## src/rtl/apb_i2c_pkg.sv

```systemverilog
// apb_i2c_pkg: register offsets, reset values, command bits and FSM states for the APB I2C register bank
package apb_i2c_pkg;
  localparam logic [4:0] PRER_OFS = 5'h00;
  localparam logic [4:0] CTR_OFS = 5'h04;
  localparam logic [4:0] TXR_OFS = 5'h08;
  localparam logic [4:0] CMD_OFS = 5'h0C;
  localparam logic [15:0] PRER_RST = 16'hFFFF;
  localparam int CMD_STA = 7;
  localparam int CMD_STO = 6;
  localparam int CMD_RD = 5;
  localparam int CMD_WR = 4;
  localparam int CMD_ACK = 3;
  localparam int CMD_IACK = 0;
  typedef enum logic [1:0] {IDLE, WAIT, DONE, HOLD} apb_state_t;
  function automatic logic [7:0] cmd_bits(input logic [7:0] d);
    cmd_bits = '0;
    cmd_bits[CMD_STA] = d[CMD_STA];
    cmd_bits[CMD_STO] = d[CMD_STO];
    cmd_bits[CMD_RD] = d[CMD_RD];
    cmd_bits[CMD_WR] = d[CMD_WR];
    cmd_bits[CMD_ACK] = d[CMD_ACK];
    cmd_bits[CMD_IACK] = d[CMD_IACK];
  endfunction
endpackage

```

## src/rtl/apb_i2c_regs_if.sv

```systemverilog
// apb_i2c_regs_if: APB bus signals between fabric master and the I2C register completer
interface apb_i2c_regs_if;
  logic psel, pen, pwrite, pready;
  logic [31:0] paddr, pwdata, prdata;
  modport master (output psel, pen, pwrite, paddr, pwdata, input prdata, pready);
  modport slave (input psel, pen, pwrite, paddr, pwdata, output prdata, pready);
endinterface

```

## src/rtl/apb_i2c_regs.sv

```systemverilog
// apb_i2c_regs: APB completer with programmable wait states exposing the I2C master register bank
module apb_i2c_regs
  import apb_i2c_pkg::*;
#(
  parameter int unsigned WAIT_STATES = 1
) (
  input  logic clk,
  input  logic rst,
  apb_i2c_regs_if.slave apb,
  output logic [15:0] prer,
  output logic [7:0] ctr,
  output logic [7:0] txr,
  output logic [7:0] cmd,
  output logic cmd_stb,
  input  logic [7:0] rxr,
  input  logic [7:0] sr
);
  apb_state_t state_q, state_d;
  logic [3:0] cnt_q, cnt_d;
  logic [4:0] addr_q, addr_d;
  logic wr_q, wr_d;
  logic [15:0] wdata_q, wdata_d, prer_q, prer_d;
  logic [31:0] prdata_q, prdata_d, rd_val;
  logic [1:0] ctr_q, ctr_d;
  logic [7:0] txr_q, txr_d, cmd_q, cmd_d;
  logic cmd_stb_q, cmd_stb_d;
  logic unused;
  assign unused = ^{apb.paddr[31:5], apb.paddr[1:0], apb.pwdata[31:16]};
  always_comb begin
    state_d = state_q;
    cnt_d = cnt_q;
    addr_d = addr_q;
    wr_d = wr_q;
    wdata_d = wdata_q;
    prdata_d = prdata_q;
    prer_d = prer_q;
    ctr_d = ctr_q;
    txr_d = txr_q;
    cmd_d = '0;
    cmd_stb_d = 1'b0;
    case (state_q)
      IDLE: if (apb.psel && apb.pen) begin
        addr_d = {apb.paddr[4:2], 2'b00};
        wr_d = apb.pwrite;
        wdata_d = apb.pwdata[15:0];
        cnt_d = 4'(WAIT_STATES);
        state_d = WAIT_STATES == 0 ? DONE : WAIT;
      end
      WAIT: if (!apb.psel) state_d = IDLE;
      else begin
        cnt_d = cnt_q - 4'd1;
        state_d = cnt_q == 4'd1 ? DONE : WAIT;
      end
      DONE: begin
        state_d = HOLD;
        if (wr_q) begin
          prer_d = addr_q == PRER_OFS ? wdata_q : prer_q;
          ctr_d = addr_q == CTR_OFS ? wdata_q[7:6] : ctr_q;
          txr_d = addr_q == TXR_OFS ? wdata_q[7:0] : txr_q;
          cmd_stb_d = addr_q == CMD_OFS;
          cmd_d = cmd_stb_d ? cmd_bits(wdata_q[7:0]) : '0;
        end
      end
      default: state_d = apb.pen ? HOLD : IDLE;
    endcase
    // addr_d already holds the bus address on a zero-wait IDLE->DONE hop
    rd_val = addr_d == PRER_OFS ? {16'h0, prer_q} :
             addr_d == CTR_OFS ? {24'h0, ctr_q, 6'h0} :
             addr_d == TXR_OFS ? {24'h0, rxr} :
             addr_d == CMD_OFS ? {24'h0, sr} : '0;
    if (state_d == DONE && !wr_d) prdata_d = rd_val;
  end
  always_ff @(posedge clk) begin
    if (rst) begin
      state_q <= IDLE;
      cnt_q <= '0;
      addr_q <= '0;
      wr_q <= 1'b0;
      wdata_q <= '0;
      prdata_q <= '0;
      prer_q <= PRER_RST;
      ctr_q <= '0;
      txr_q <= '0;
      cmd_q <= '0;
      cmd_stb_q <= 1'b0;
    end else begin
      state_q <= state_d;
      cnt_q <= cnt_d;
      addr_q <= addr_d;
      wr_q <= wr_d;
      wdata_q <= wdata_d;
      prdata_q <= prdata_d;
      prer_q <= prer_d;
      ctr_q <= ctr_d;
      txr_q <= txr_d;
      cmd_q <= cmd_d;
      cmd_stb_q <= cmd_stb_d;
    end
  end
  assign apb.pready = state_q == DONE;
  assign apb.prdata = prdata_q;
  assign prer = prer_q;
  assign ctr = {ctr_q, 6'h0};
  assign txr = txr_q;
  assign cmd = cmd_q;
  assign cmd_stb = cmd_stb_q;
endmodule

```

## src/flat_wrapper.sv

```systemverilog
// flat-port wrapper written by rule: the top's interface ports become plain ports
module apb_i2c_regs_flat import apb_i2c_pkg::*;
#(
  parameter int unsigned WAIT_STATES = 1
)
  (clk, rst, prer, ctr, txr, cmd, cmd_stb, rxr, sr, apb_psel, apb_pen, apb_pwrite, apb_paddr, apb_pwdata, apb_prdata, apb_pready);
  apb_i2c_regs_if apb_i ();
  input  logic clk;
  input  logic rst;
  output logic [15:0] prer;
  output logic [7:0] ctr;
  output logic [7:0] txr;
  output logic [7:0] cmd;
  output logic cmd_stb;
  input  logic [7:0] rxr;
  input  logic [7:0] sr;
  input wire logic [$bits(apb_i.psel)-1:0] apb_psel;
  input wire logic [$bits(apb_i.pen)-1:0] apb_pen;
  input wire logic [$bits(apb_i.pwrite)-1:0] apb_pwrite;
  input wire logic [$bits(apb_i.paddr)-1:0] apb_paddr;
  input wire logic [$bits(apb_i.pwdata)-1:0] apb_pwdata;
  output wire logic [$bits(apb_i.prdata)-1:0] apb_prdata;
  output wire logic [$bits(apb_i.pready)-1:0] apb_pready;
  assign apb_i.psel = apb_psel;
  assign apb_i.pen = apb_pen;
  assign apb_i.pwrite = apb_pwrite;
  assign apb_i.paddr = apb_paddr;
  assign apb_i.pwdata = apb_pwdata;
  assign apb_prdata = apb_i.prdata;
  assign apb_pready = apb_i.pready;
  apb_i2c_regs #(.WAIT_STATES(WAIT_STATES)) u_core (.clk(clk), .rst(rst), .apb(apb_i), .prer(prer), .ctr(ctr), .txr(txr), .cmd(cmd), .cmd_stb(cmd_stb), .rxr(rxr), .sr(sr));
endmodule
```

## config.mk

```make
export PLATFORM = sky130hd
export DESIGN_NAME = apb_i2c_regs_flat
export DESIGN_NICKNAME = d
export VERILOG_FILES = /design/src/rtl/apb_i2c_pkg.sv /design/src/rtl/apb_i2c_regs_if.sv /design/src/rtl/apb_i2c_regs.sv /design/src/flat_wrapper.sv
export SDC_FILE = /design/constraint.sdc
export NUM_CORES = 1
export LEC_CHECK = 0
export CORE_AREA = 5 5 96 98
export DETAILED_ROUTE_END_ITERATION = 8
export DIE_AREA = 0 0 101 103
export PLACE_DENSITY_LB_ADDON = 0.08
export SLEW_MARGIN = 15
export SYNTH_ARGS = -nofsm -noshare
export SYNTH_HDL_FRONTEND = slang
export SYNTH_SLANG_ARGS = --single-unit
```

## constraint.sdc

```tcl
create_clock -name clk -period 2.46 [get_ports clk]
set_clock_uncertainty 0.15 [all_clocks]
set_input_delay 0.492 -clock clk [delete_from_list [all_inputs] [get_ports clk]]
set_output_delay 0.492 -clock clk [all_outputs]
set_load 0.02 [all_outputs]
```

==> metrics.csv, run 1 <==
stage;metric;value;unit
floorplanning;die_w;101;µm
grt;grt_pass1_vias;2748;
detailed_routing;wl;8.52;mm
floorplanning;fp.coreArea;0.00838;mm²
hold_path;min_path_type;flop to flop;
timing;rsz0062_at_grt;false;
finish;design_area;0.00438;mm²
clocking;clk_path_buf_depth;2;
timing;slew_violations;0;
power;ir_drop;0.297;mV
timing;fin_crit_sh;92.1;%
finish;diodes;0;
clocking;clk-insertion-delay-late;0.34;ns
floorplanning;ios;159;
logic_synthesis;netlist_area;0.00317;mm²
grt;grt_max_degree;26;
timing;holdWs;0.312;ns
floorplanning;rows;34;
setup_path;start_kind;flop;
power;powerDensity;600;mW/mm²
logic_synthesis;ys_seq_area_share;48.6;%
logic_synthesis;async_reset_ff_share;0;%
timing;finalHoldViolations;0;
clocking;cts_made_buffers;9;
detailed_routing;via_per_inst;4.77;
clocking;holdBufCountCts;0;
logic_synthesis;synthCells;369;
finish;nFillCells;845;
job;cap_violations;0;
clocking;cts_root_buffer;clkbuf_8;
timing;clock.fmax;441;MHz
clocking;htreeDepth;3;
placed_design;hpwl;6.26;mm
timing;relSlewSlack;54.0;%
logic_synthesis;postSynthAreaPerCell;8.59;µm²
detailed_routing;route.detailed.drc;0;
setup_path;critPathCaptureType;flop;
grt;grt_overflow;0;
floorplanning;start_util;37.8;%
placed_design;io_buffers;89;
setup_path;critPathMaxFanout;10;
timing;worst_slew_pin_slew;0.689;ns
logic_synthesis;ys.flop_type;dfxtp_1;
grt;grt_use_total;16.3;%
clocking;cts_tree;done;
finish;area_growth;38.3;%
clocking;cts.clk_slew.worst_paths;0.09;ns
logic_synthesis;synth-edff-count;0;
logic_synthesis;yosys_warnings;0;
detailed_routing;wl_per_cell;14.7;µm
timing;setup_viol;0;
logic_synthesis;ys_seq_elements;77;
detailed_routing;ant_nets;0;
power;total_leakage_power;0.00176;µW
setup_path;cp_data_arrival_time;2.39;ns
setup_path;required;2.59;ns
outcome;status;finished, final reports clean;
hold_path;min_path_cells;2;
floorplanning;die_h;103;µm
finish;fin_nets;554;
logic_synthesis;ys_types;47;
detailed_routing;first_pass_iters;4;
floorplanning;die_area;0.0104;mm²
placed_design;placed_cell_area;0.00415;mm²
setup_path;ff2ff_path_depth;8;
placed_design;place.gp.congestion;0.774;
clocking;postCtsSetupBuffers;0;
grt;grt_first_pass_wirelength;13.4;mm
clocking;cts_resized;0;
clocking;clock-sinks;77;
grt;antenna_found_initial;0;
detailed_routing;vias;2768;
detailed_routing;dr.first_iter.drc_count;112;
timing;finalCriticalPeriod;2.27;ns
setup_path;worstSetupPathType;flop to flop;
finish;drive_gt1_share;8.90;%
## cell type report
class                   count  area [µm²]  share of cell area [%]
well taps                 108         135                    3.08
inverters                   5        18.8                   0.428
multi-input cells         267        1440                    32.8
clock buffers               9         124                    2.83
flip-flops and latches     77        1540                    35.2
clock inverters             7         105                    2.40
repair buffers            107        1020                    23.3
## placed cells by master (no fill, tap or decap), types with 2 or more instances in the layout
master | synthesis | final
clkdlybuf4s50_1 | 0 | 88
nand2_1 | 84 | 84
dfxtp_1 | 77 | 77
nor2_1 | 27 | 27
conb_1 | 1 | 24
a21oi_1 | 22 | 22
nand3_1 | 19 | 19
buf_4 | 24 | 18
a22oi_1 | 14 | 14
mux2i_1 | 12 | 12
clkbuf_8 | 0 | 9
nor3_1 | 7 | 7
and2_1 | 6 | 6
inv_1 | 5 | 5
nand4_1 | 4 | 4
o221ai_1 | 4 | 4
nand3b_1 | 3 | 3
o21ai_1 | 3 | 3
o21ai_0 | 3 | 3
nor2b_1 | 2 | 2
nor4_1 | 2 | 2
or3_1 | 2 | 2
nor3b_1 | 2 | 2
a32oi_1 | 2 | 2
and3_1 | 2 | 2
a31oi_1 | 2 | 2
ha_1 | 2 | 2
inv_6 | 0 | 2
bufinv_16 | 0 | 2
## cell usage after synthesis, drive strengths merged (2+ instances only)
cell type,instances,area share [%]
a21oi,23,4.0
a22oi,14,3.3
a31oi,2,0.39
a32oi,2,0.55
and2,6,1.2
and3,2,0.39
buf,33,6.9
clkbuf,10,1.2
dfxtp,77,49
ha,2,0.79
inv,5,0.59
mux2i,12,3.8
nand2,84,9.9
nand3,19,3.0
nand3b,3,0.71
nand4,4,0.79
nor2,27,3.2
nor2b,2,0.39
nor3,7,1.1
nor3b,2,0.47
nor4,3,0.79
o21ai,7,1.2
o221ai,4,1.1
or3,3,0.75
or4,2,0.59
## state kept, by name, summed over array words and instances, names as in the netlist, 4 cells and up
name and flops:
u_core.wdata_q 16, u_core.cmd 6, u_core.txr 8, u_core.cnt_q 4, u_core.addr_q 5, u_core.prer 16, u_core.apb.prdata 16
## layer usage
layer	global-route usage, %	wire, µm	vias up
met3	4.26	635	5
li1	-	-	1418
met1	22.2	4090	1261
met2	25.6	3740	84
met5	0	0	-
met4	4.60	55	0
## critical path: stages, from the launching register on
cell and delay, ns:
dfxtp_1 0.34, inv_1 0.08, ha_1 0.15, or3b_1 0.38, or3_1 0.40, buf_4 0.18, a21oi_4 0.27, a32oi_1 0.15
o21ai_1 0.10
## power by group
part | internal, µW | switching [µW]
Sequential | 1270 | 22.2
Combinational | 112 | 137
Clock | 587 | 501
## through the flow
| step | power [µW] | util (%) | setup slack [ns] | setup TNS [ns] | std cells |
|---|---|---|---|---|---|
| global route | 2740 | 52.3 | 0.0277 | 0 | 580 |
| global placement | 1570 | 49.6 | -0.0140 | -0.0225 | 564 |
| finish | 2630 | 52.3 | 0.194 | 0 | 580 |
| floorplan | 1480 | - | 0.437 | 0 | 392 |
| CTS | 2660 | 52.3 | 0.167 | 0 | 580 |
| detailed placement | 1570 | 49.6 | -0.0470 | -0.0901 | 564 |
## path summary, 6_finish.rpt
kind                      startpoint                   end  slack (ns)
setup / recovery     u_core.cnt_q[1]  u_core.apb.prdata[5]        0.19
hold reg to reg   u_core.wdata_q[12]    u_core.wdata_q[12]        0.31
hold / removal    u_core.wdata_q[12]    u_core.wdata_q[12]        0.31
setup reg to reg     u_core.cnt_q[1]  u_core.apb.prdata[5]        0.19
## logic make-up after synthesis
family | after synthesis | share of synthesized area [%]
AOI/OAI and AO/OA | 57 | 12.1
buffers and inverters | 48 | 8.72
DFF | 77 | 48.6
muxes | 13 | 4.15
adders and majority gates | 2 | 0.789
xor gates and xnor gates | 2 | 0.553
other | 1 | 0.118
and+or+nand+nor | 169 | 24.9
Note: power is estimated with default switching activity, not from simulation.
==> run 2: changes to the inputs <==
--- a/config.mk
+++ b/config.mk
@@ -8,7 +8,7 @@
 export CORE_AREA = 5 5 96 98
 export DETAILED_ROUTE_END_ITERATION = 8
 export DIE_AREA = 0 0 101 103
-export PLACE_DENSITY_LB_ADDON = 0.08
+export PLACE_DENSITY = 0.78
 export SLEW_MARGIN = 15
 export SYNTH_ARGS = -nofsm -noshare
 export SYNTH_HDL_FRONTEND = slang
==> metrics.csv, run 2 (synthesis results as in run 1) <==
stage;metric;value;unit
outcome;status;finished, final reports clean;
timing;fin_setup_tns;0;ns
timing;finalCriticalPeriod;2.28;ns
clocking;cts_tree;done;
finish;fin_nets;553;
timing;rsz0062_at_grt;false;
placed_design;io_buffers;89;
floorplanning;die_h;103;µm
setup_path;r2r_start;u_core.cnt_q[1];
finish;drive_gt1_share;8.49;%
finish;mostFrequentLayoutCells;88 x clkdlybuf4s50_1, 84 x nand2_1, 77 x dfxtp_1;
floorplanning;ios;159;
timing;timing.final.ws_setup;0.182;ns
finish;final_cells;579;
setup_path;worstSetupPathType;flop to primary output;
hold_path;min_to;u_core.apb.prdata[6];
floorplanning;start_util;37.8;%
setup_path;critPathMaxFanout;8;
clocking;holdBufCountCts;0;
placed_design;place_ws;0.0167;ns
clocking;cts_root_buffer;clkbuf_8;
clocking;htreeDepth;3;
clocking;clk-insertion-delay-late;0.34;ns
detailed_routing;first_pass_iters;4;
setup_path;start_kind;flop;
clocking;clock-sinks;77;
power;total_leakage_power;0.00175;µW
detailed_routing;ant_nets;0;
detailed_routing;wl;8.40;mm
setup_path;cp_data_arrival_time;1.64;ns
timing;fin_crit_sh;92.6;%
timing;worst_slew_pin_slew;0.593;ns
floorplanning;rows;34;
grt;grt_overflow;0;
finish;diodes;0;
timing;finalHoldViolations;0;
finish;area_growth;37.5;%
placed_design;hpwl;6.25;mm
finish;layout_commonest_cell;clkdlybuf4s50_1;
hold_path;min_path_cells;2;
setup_path;ff2ff_path_depth;8;
finish;nFillCells;774;
timing;slew_violations;0;
timing;clock.fmax;439;MHz
timing;setup_viol;0;
setup_path;r2r_end;u_core.apb.prdata[1];
hold_path;min_path_type;input pin to flop;
detailed_routing;route.detailed.drc;0;
job;cap_violations;0;
floorplanning;die_area;0.0104;mm²
grt;grt_first_pass_wirelength;13.0;mm
detailed_routing;dr.first_iter.drc_count;131;
clocking;cts_resized;0;
grt;grt_max_degree;25;
detailed_routing;via_per_inst;4.83;
grt;antenna_found_initial;0;
floorplanning;fp.coreArea;0.00838;mm²
power;ir_drop;0.269;mV
grt;grt_use_total;16.1;%
power;powerDensity;575;mW/mm²
clocking;cts_made_buffers;9;
setup_path;required;1.82;ns
placed_design;place.gp.congestion;0.827;
placed_design;dp.cells;563;
floorplanning;die_w;101;µm
detailed_routing;vias;2794;
clocking;cts.clk_slew.worst_paths;0.08;ns
grt;grt_pass1_vias;2646;
clocking;postCtsSetupBuffers;0;
timing;relSlewSlack;60.4;%
setup_path;ff2ff_setup_slack;0.24;ns
hold_path;worstHoldStart;rst;
detailed_routing;wl_per_cell;14.5;µm
power;power;2510;µW
setup_path;critPathCaptureType;primary output;
clocking;clk_path_buf_depth;2;
[run 2: cell types whose count changed in the layout (fill, tap and decap cells not counted)]
cell        before  now
buf_4           18   16
clkinv_2         0    1
clkbuf_1         0    1
clkinvlp_4       1    2
clkinv_4         1    0
clkbuf_8         9   10
inv_6            2    1
inv_8            1    0
buf_12           0    1
bufinv_16        2    1
[run 2: worst max-delay path by stage]
stage | startpoint | cells after the start | endpoint | slack (ns)
4_1_cts | u_core.state_q[1] | 2 | apb_pready | 0.16
6_report | u_core.state_q[1] | 2 | apb_pready | 0.18
2_1_floorplan | u_core.cnt_q[1] | 7 | u_core.apb.prdata[6] | 0.44
3_5_place_dp | apb_psel | 6 | u_core.apb.prdata[1] | 0.02
5_1_grt | u_core.state_q[1] | 2 | apb_pready | 0.08
3_3_place_gp | apb_psel | 6 | u_core.apb.prdata[5] | 0.05
[run 2: layer usage]
layer	part of all wire [%]	up-vias	GRT usage, %
met5	0	-	0
met4	0.89	0	4.91
met3	8.8	9	5.14
met2	45	104	24.7
met1	45	1265	21.6
li1	-	1416	-
[run 2: cell type report]
type                            count  area [µm²]  share of cell area [%]
Multi-Input combinational cell    267        1440                    33.0
Inverter                            5        18.8                   0.431
Clock buffer                       11         141                    3.24
Tap cell                          108         135                    3.10
Clock inverter                      5        58.8                    1.35
Sequential cell                    77        1540                    35.4
Timing Repair Buffer              106        1030                    23.5
[run 2: stage by stage]
step	instance area [µm²]	hold slack, ns	utilization (%)
after floorplan	3260	0.287	-
after global routing	4360	0.268	52.0
after CTS	4360	0.247	52.0
after global placement	4160	0.294	49.6
after detailed placement	4160	0.298	49.6
final	4360	0.266	52.0
[run 2: where the power goes]
group	switching, µW	leakage (µW)	total [µW]	internal, µW
sequential	21.3	0.000624	1290	1270
clock	468	0.0000959	967	499
combinational	136	0.00103	249	112
[run 2: critical path, stage by stage (launching register included)]
cell and delay (ns):
dfxtp_1 0.43, nor2b_1 0.22, clkdlybuf4s50_1 0.65
==> run 3: changes to the inputs <==
--- a/config.mk
+++ b/config.mk
@@ -5,10 +5,10 @@
 export SDC_FILE = /design/constraint.sdc
 export NUM_CORES = 1
 export LEC_CHECK = 0
-export CORE_AREA = 5 5 96 98
+export CORE_AREA = 5 5 102 104
 export DETAILED_ROUTE_END_ITERATION = 8
-export DIE_AREA = 0 0 101 103
-export PLACE_DENSITY = 0.78
+export DIE_AREA = 0 0 107 109
+export PLACE_DENSITY = 0.7
 export SLEW_MARGIN = 15
 export SYNTH_ARGS = -nofsm -noshare
 export SYNTH_HDL_FRONTEND = slang
==> metrics.csv, run 3 (synthesis results as in run 1) <==
stage;metric;value;unit
outcome;status;finished, final reports clean;
setup_path;start_kind;flop;
floorplanning;die_h;109;µm
finish;nFillCells;909;
finish;area_growth;37.1;%
detailed_routing;via_per_inst;4.83;
floorplanning;rows;36;
clocking;clk_path_buf_depth;2;
finish;diodes;0;
job;cap_violations;0;
timing;finalHoldViolations;0;
setup_path;critPathMaxFanout;8;
timing;finalCriticalPeriod;2.30;ns
grt;grt_first_pass_wirelength;13.4;mm
clocking;cts_root_buffer;clkbuf_8;
timing;slew_violations;0;
detailed_routing;wl_per_cell;15.0;µm
grt;grt_use_total;14.8;%
finish;layout_commonest_cell;clkdlybuf4s50_1;
placed_design;hpwl;6.50;mm
finish;mostFrequentLayoutCells;88 x clkdlybuf4s50_1, 84 x nand2_1, 77 x dfxtp_1;
setup_path;required;1.82;ns
detailed_routing;dr.first_iter.drc_count;140;
setup_path;worstPathCellList;nor2b_1 -> clkdlybuf4s50_1;
grt;grt_max_degree;27;
floorplanning;fp.coreArea;0.00946;mm²
detailed_routing;ant_nets;0;
finish;fin_nets;553;
detailed_routing;route.detailed.drc;0;
timing;rsz0062_at_grt;false;
detailed_routing;wl;8.75;mm
clocking;cts_tree;done;
setup_path;worstSetupPathType;flop to primary output;
setup_path;cp_data_arrival_time;1.66;ns
power;total_leakage_power;0.00174;µW
clocking;clk-insertion-delay-late;0.35;ns
hold_path;min_path_type;flop to flop;
power;power;2480;µW
timing;holdWs;0.308;ns
placed_design;io_buffers;89;
setup_path;slowest_stage;clkdlybuf4s50_1;
timing;clock.fmax;435;MHz
detailed_routing;vias;2827;
finish;drive_gt1_share;8.28;%
clocking;holdBufCountCts;0;
clocking;postCtsSetupBuffers;0;
power;ir_drop;0.322;mV
floorplanning;ios;159;
detailed_routing;first_pass_iters;4;
clocking;cts_made_buffers;9;
timing;relSlewSlack;59.0;%
grt;antenna_found_initial;0;
floorplanning;die_w;107;µm
floorplanning;start_util;33.5;%
timing;fin_crit_sh;93.5;%
grt;grt_pass1_vias;2660;
timing;setup_viol;0;
setup_path;cpPeakStageDelay;0.64;ns
timing;worst_slew_pin_slew;0.614;ns
placed_design;place.gp.congestion;0.864;
floorplanning;die_area;0.0117;mm²
clocking;cts.clk_slew.worst_paths;0.07;ns
clocking;htreeDepth;3;
power;powerDensity;570;mW/mm²
setup_path;critPathCaptureType;primary output;
clocking;cts_resized;0;
grt;grt_overflow;0;
clocking;clock-sinks;77;
[run 3: cell count changes in the layout (fill, tap and decap cells not counted), sizes merged]
cell,delta
inv,-1
clkinvlp,-1
clkinv,+1
clkbuf,+1
[run 3: final timing paths]
check | startpoint | to | slack (ns) | cells past startpoint
setup / recovery | u_core.state_q[1] | apb_pready | 0.16 | 2
hold / removal | u_core.wdata_q[15] | u_core.wdata_q[15] | 0.31 | 2
setup reg to reg | u_core.cnt_q[1] | u_core.apb.prdata[5] | 0.22 | 8
hold reg to reg | u_core.wdata_q[15] | u_core.wdata_q[15] | 0.31 | 2
[run 3: layer usage]
metal	vias up	share of wire, %	wire length [µm]	GRT usage (%)
li1	1415	-	-	-
met1	1305	45	3950	19.8
met2	99	46	4000	22.5
met3	8	8.0	700	4.97
met4	0	1.2	103	5.21
met5	-	0	0	0
[run 3: report_power, final]
| group | switching, µW | total [µW] | internal, µW |
|---|---|---|---|
| registers | 21.6 | 1290 | 1270 |
| clock network | 441 | 935 | 494 |
| logic | 138 | 250 | 112 |
| total | 601 | 2480 | 1870 |
[run 3: area by class of cell]
type / instances / area, µm² / area share [%]
clock inverter: 4 / 47.5 / 1.09
clock buffer: 12 / 145 / 3.34
tap: 114 / 143 / 3.28
timing repair buffer: 106 / 1010 / 23.3
multi-input combinational: 267 / 1440 / 33.1
inverter: 5 / 18.8 / 0.432
sequential: 77 / 1540 / 35.5
[run 3: stage by stage]
step / std cells / TNS, ns / setup WS, ns / util [%] / instance area [µm²]
floorplan: 392 / 0 / 0.437 / - / 3260
global placement: 569 / -0.0194 / -0.0194 / 43.9 / 4150
detailed placement: 569 / -0.186 / -0.0606 / 43.9 / 4150
CTS: 585 / 0 / 0.122 / 46.0 / 4350
global route: 585 / 0 / 0.0580 / 46.0 / 4350
finish: 585 / 0 / 0.160 / 46.0 / 4350
[run 3: worst max-delay path, delay by kind of cell, from the launching register on]
family	cells	cell delay, ns
simple gates	1	0.24
flops	1	0.43
buf+inv	1	0.64
